===== config.mk =====
export PLATFORM = sky130hd
export DESIGN_NAME = csa_stream_accumulator
export DESIGN_NICKNAME = d
export VERILOG_FILES = /design/src/rtl/csa_pkg.sv /design/src/rtl/csa_3to2.sv /design/src/rtl/csa_stream_accumulator.sv
export SDC_FILE = /design/constraint.sdc
export NUM_CORES = 1
export LEC_CHECK = 0
export ABC_AREA = 1
export CORE_ASPECT_RATIO = 1.5
export CORE_MARGIN = 2
export CORE_UTILIZATION = 50
export CTS_CLUSTER_DIAMETER = 150
export DETAILED_ROUTE_END_ITERATION = 12
export PLACE_DENSITY = 0.76
export SLEW_MARGIN = 10
export SYNTH_ARGS = -nofsm -noshare
export SYNTH_HDL_FRONTEND = slang
export SYNTH_HIERARCHICAL = 1
export SYNTH_SLANG_ARGS = --single-unit

===== constraint.sdc =====
create_clock -name clk -period 2.68 [get_ports clk]
set_clock_uncertainty 0.1 [all_clocks]
set_input_delay 0.536 -clock clk [delete_from_list [all_inputs] [get_ports clk]]
set_output_delay 0.536 -clock clk [all_outputs]
set_load 0.1 [all_outputs]

===== src/rtl/csa_pkg.sv =====
// Shared definitions for the carry-save stream accumulator.
//   state_e : accumulator FSM states (accumulate / resolve / hold result)
//   acc_w   : accumulator width helper, WIDTH + GUARD
//   extend  : zero- or sign-extension of an operand up to MaxW bits
package csa_pkg;

  typedef enum logic [1:0] {
    StAccum   = 2'd0,
    StResolve = 2'd1,
    StHold    = 2'd2
  } state_e;

  // Widest accumulator the extend helper supports.
  localparam int unsigned MaxW = 64;

  function automatic int unsigned acc_w(input int unsigned width, input int unsigned guard);
    return width + guard;
  endfunction

  // Extend the low w bits of v to MaxW bits; sgn selects sign extension.
  function automatic logic [MaxW-1:0] extend(input logic [MaxW-1:0] v, input int unsigned w,
                                             input logic sgn);
    logic [MaxW-1:0] mask;
    logic            msb;
    mask = (w >= MaxW) ? '1 : ((MaxW'(1) << w) - MaxW'(1));
    msb  = |(v & (MaxW'(1) << (w - 1)));
    return (v & mask) | ((sgn && msb) ? ~mask : '0);
  endfunction

endpackage


===== src/rtl/csa_3to2.sv =====
// W parallel full adders compressing three vectors into a sum and an unshifted carry.
//   a, b, c : addends
//   sum     : bitwise sum
//   carry   : bitwise majority (weight 2, caller shifts it)
module csa_3to2 #(
  parameter int unsigned W = 4
) (
  input  logic [W-1:0] a,
  input  logic [W-1:0] b,
  input  logic [W-1:0] c,
  output logic [W-1:0] sum,
  output logic [W-1:0] carry
);

  assign sum   = a ^ b ^ c;
  assign carry = (a & b) | (a & c) | (b & c);

endmodule


===== src/rtl/csa_stream_accumulator.sv =====
// Streaming three-operand accumulator. Beats are folded into a redundant (sum, carry)
// pair with three carry-save levels; a single carry-propagate add resolves the pair at
// frame end and the result is held until downstream accepts it.
//   clk, rst_n                       : clock, synchronous active-low reset
//   in_valid/in_ready/in_last        : input beat handshake, frame end marker
//   in_x, in_y, in_z                 : operands (WIDTH bits)
//   out_valid/out_ready              : result handshake
//   out_result                       : frame sum modulo 2^ACC_W
//   out_count                        : beats in the frame, saturating
module csa_stream_accumulator
  import csa_pkg::*;
#(
  parameter int unsigned WIDTH  = 4,
  parameter int unsigned GUARD  = 6,
  parameter int unsigned SIGNED = 0,
  parameter int unsigned CNT_W  = 8,
  localparam int unsigned AccW  = acc_w(WIDTH, GUARD)
) (
  input  logic             clk,
  input  logic             rst_n,
  input  logic             in_valid,
  output logic             in_ready,
  input  logic             in_last,
  input  logic [WIDTH-1:0] in_x,
  input  logic [WIDTH-1:0] in_y,
  input  logic [WIDTH-1:0] in_z,
  output logic             out_valid,
  input  logic             out_ready,
  output logic [AccW-1:0]  out_result,
  output logic [CNT_W-1:0] out_count
);

  state_e state_q, state_d;

  logic [AccW-1:0]  sum_q, carry_q, result_q;
  logic [CNT_W-1:0] count_q, rcount_q;

  logic [AccW-1:0] x_ext, y_ext, z_ext;
  logic [AccW-1:0] s1, c1, s2, c2, s3, c3;
  logic [AccW-1:0] c1_sh, c2_sh, c3_sh;
  logic            beat;

  assign x_ext = AccW'(extend(MaxW'(in_x), WIDTH, SIGNED != 0));
  assign y_ext = AccW'(extend(MaxW'(in_y), WIDTH, SIGNED != 0));
  assign z_ext = AccW'(extend(MaxW'(in_z), WIDTH, SIGNED != 0));

  // Invariant: sum_q + carry_q equals the running total, so every level only has to
  // preserve the sum of its three inputs.
  csa_3to2 #(.W(AccW)) u_lvl1 (.a(x_ext), .b(y_ext), .c(z_ext), .sum(s1), .carry(c1));
  assign c1_sh = {c1[AccW-2:0], 1'b0};

  csa_3to2 #(.W(AccW)) u_lvl2 (.a(s1), .b(c1_sh), .c(sum_q), .sum(s2), .carry(c2));
  assign c2_sh = {c2[AccW-2:0], 1'b0};

  csa_3to2 #(.W(AccW)) u_lvl3 (.a(s2), .b(c2_sh), .c(carry_q), .sum(s3), .carry(c3));
  assign c3_sh = {c3[AccW-2:0], 1'b0};

  assign beat = (state_q == StAccum) && in_valid;

  // State register
  always_ff @(posedge clk) begin
    if (!rst_n) begin
      state_q <= StAccum;
    end else begin
      state_q <= state_d;
    end
  end

  // Next-state logic
  always_comb begin
    state_d = state_q;
    case (state_q)
      StAccum:   if (in_valid && in_last) state_d = StResolve;
      StResolve: state_d = StHold;
      StHold:    if (out_ready) state_d = StAccum;
      default:   state_d = StAccum;
    endcase
  end

  // Outputs decode the registered state only, so out_ready never reaches in_ready.
  always_comb begin
    in_ready  = 1'b0;
    out_valid = 1'b0;
    case (state_q)
      StAccum: in_ready  = 1'b1;
      StHold:  out_valid = 1'b1;
      default: ;
    endcase
  end

  // Redundant accumulator, beat counter and result registers
  always_ff @(posedge clk) begin
    if (!rst_n) begin
      sum_q    <= '0;
      carry_q  <= '0;
      count_q  <= '0;
      result_q <= '0;
      rcount_q <= '0;
    end else if (beat) begin
      sum_q   <= s3;
      carry_q <= c3_sh;
      if (count_q != '1) count_q <= count_q + CNT_W'(1);
    end else if (state_q == StResolve) begin
      result_q <= sum_q + carry_q;
      rcount_q <= count_q;
      sum_q    <= '0;
      carry_q  <= '0;
      count_q  <= '0;
    end
  end

  assign out_result = result_q;
  assign out_count  = rcount_q;

endmodule


==> flow_metrics.tcl <==
set metrics [dict create \
    slew_violations 0 \
    htree_levels 2 \
    finalCritPeriodShare_pct 97.1 \
    arrival_ns 2.73 \
    leakage_nw 1.53 \
    maxSlewHeadroom_pct 66.7 \
    outcome "finished clean" \
    drt_wl_total_um 5340 \
    cp_cell_sequence "clkdlybuf4s50_1 -> fa_1 -> fa_1 -> fa_1 -> nand2_1 -> a21oi_1" \
    hold_viol 0 \
    synth.distinct_cells 29 \
    crit_type "primary input to flop" \
    required_ns 2.80 \
    dpl_cell_area_um2 3260 \
    via_per_inst 4.97 \
    cp_common_cell "fa_1" \
    firstDrtPassIters 4 \
    syn-cell-area_um2 2860 \
    min-delay-start "out_count[4]" \
    final_area_um2 3390 \
    tightest_slew_ns 0.498 \
    holdPathStages 2 \
    cts_buffers 5 \
    place_congestion 0.860 \
    synth_top_area_share_pct 32.9 \
    cp_slowest_stage_delay_ns 0.56 \
    num_vias 2291 \
    area_growth_pct 18.8 \
    synth.ff_latch_count 47 \
    slowest_stage "fa_1" \
    seq_area_um2 941 \
    num-nets-final 447 \
    max_freq_ghz 0.384 \
    r2r_setup_slack_ns 0.79 \
    grt_max_degree 34 \
    ys_seq_area_share_pct 32.9 \
    rsz0062_at_grt "no" \
    yosysTopAreaCell "dfxtp_1" \
    syn_avg_cell_area_um2 8.43 \
    grt_usage_pct 19.4 \
    io_buffers 36 \
    r2r-start "sum_q[1]" \
    synthCells 339 \
    clockRootBuffer "clkbuf_8" \
    post-cts-setup-buffers 0 \
    synth_ff_type "dfxtp_1" \
    multiInputGateArea_um2 1800 \
    startpoint_type "primary input" \
    cts_tree "done" \
    final_antenna_net_count 0 \
    drv_cap 0 \
    grt_pass1_wl_um 9550 \
    hold_class "flop to flop" \
    drive_gt1_share_pct 12.0 \
    layout_commonest_cell "nand2_1" \
    r2r_cells 11 \
    cp-end-kind "flop" \
    cts_sinks 47 \
    finalSetupViolCount 0 \
    vdd_drop_max_v 0.000307 \
    drt_iter0_drc 167 \
    clockBufferDepth 2 \
    dieHeight_um 96.6 \
    synth-edff-count 0 \
    synth_area_leaders "dfxtp_1 33%, fa_1 22%, nand2_1 8.3%" \
    yosys_warnings 6 \
    die_area_um2 6350 \
    ios 37 \
    clock_latency_ns 0.29 \
    rows 33 \
    start_util_pct 52.0 \
    core_um2 5490 \
    fin_crit_ns 2.60 \
    postCtsResizedCells 0 \
    antenna_cells 0 \
    fill_cells 506 \
    drt-wirelength-per-cell_um 11.6 \
    holdPathEnd "out_count[4]" \
    clk_pin_slew_ns 0.09 \
    grt_pass1_vias 2300 \
    gr-total-overflow 0 \
    dp_hpwl_um 3840 \
    die_x_um 65.7 \
    power.density_nw_per_um2 637 \
    layout_common_cells "63 x nand2_1, 47 x dfxtp_1, 40 x nor2_1" \
    r2r_end "out_result[7]" \
    synthArstFlopShare_pct 0 \
    antenna_found_initial 0 \
    instances_no_fill 461 \
    route.detailed.drc 0 \
    crit_fanout 1 \
    dp_cells 453 \
]
[cells by family after synthesis]
| logic type | Yosys count | synth area share [%] |
|---|---|---|
| compound gates | 53 | 9.46 |
| xor+xnor | 4 | 1.23 |
| fa+ha+maj | 40 | 25.7 |
| buf+inv | 43 | 6.74 |
| flops | 47 | 32.9 |
| other cells | 1 | 0.131 |
| simple gates | 151 | 23.9 |
[cell usage after synthesis, types with 3 or more instances]
cell type,number
o21ai_0,14
xnor2_1,3
nor2_1,40
fa_1,31
inv_2,5
nor2_2,3
a21oi_1,35
nand3_1,31
inv_1,24
dfxtp_1,47
nand2_2,4
clkbuf_1,3
ha_1,9
nand2_1,63
buf_2,7
[routing by layer]
layer  GRT usage, %  part of all wire, %
met1           21.8                   41
met2           35.8                   54
met3           3.59                  3.8
met5              0                    0
met4           7.29                  1.4
[how the worst max path moves through the flow]
stage	from	end	slack, ns
2_1_floorplan	in_x[1]	sum_q[1]	0.27
3_3_place_gp	in_x[3]	sum_q[3]	-0.21
3_5_place_dp	in_x[1]	sum_q[1]	-0.26
4_1_cts	in_x[1]	sum_q[1]	0.06
5_1_grt	in_x[3]	sum_q[3]	0.0002
6_report	in_x[1]	sum_q[1]	0.08
[final cells by class]
cell class                 count  area share [%]
multi-input combinational    269            53.0
sequential                    47            27.7
clock inverter                 2            1.77
timing repair buffer          38            9.58
tap                           70            2.58
clock buffer                   6            2.14
inverter                      29            3.21
[timing repair]
action                                  4_1_cts  5_1_grt
endpoints found under the hold margin         0        0
endpoints found under the setup margin        0        1
hold buffers                                  0        0
[critical path, delay by kind of cell]
| family | cells | cell delay [ns] |
|---|---|---|
| AND/OR/NAND/NOR | 1 | 0.05 |
| adder cells (fa/ha/maj) | 3 | 1.54 |
| buffers and inverters | 1 | 0.43 |
| AO/OA/AOI/OAI | 1 | 0.16 |
[power by group]
| group | internal (mW) | switching, mW |
|---|---|---|
| clock network | 0.373 | 0.233 |
| logic | 0.288 | 0.432 |
| registers | 0.769 | 0.0680 |
[registers in the layout, indices dropped and copies added, names as in the netlist]
register	flops
out_result	10
count_q	8
state_q	2
carry_q	9
sum_q	10
out_count	8
[per-stage QoR]
step / worst slack [ns] / hold slack, ns / power (mW) / utilization (%) / TNS [ns]
4_1_cts: 0.0598 / 0.392 / 2.18 / 61.8 / 0
6_report: 0.0765 / 0.389 / 2.16 / 61.8 / 0
3_3_place_gp: -0.206 / 0.364 / 1.55 / 59.4 / -1.37
5_1_grt: 0.000170 / 0.412 / 2.33 / 61.8 / 0
3_5_place_dp: -0.265 / 0.373 / 1.57 / 59.4 / -1.60
2_1_floorplan: 0.274 / 0.350 / 1.43 / - / 0
No activity file was read; power rests on OpenSTA's default activity.
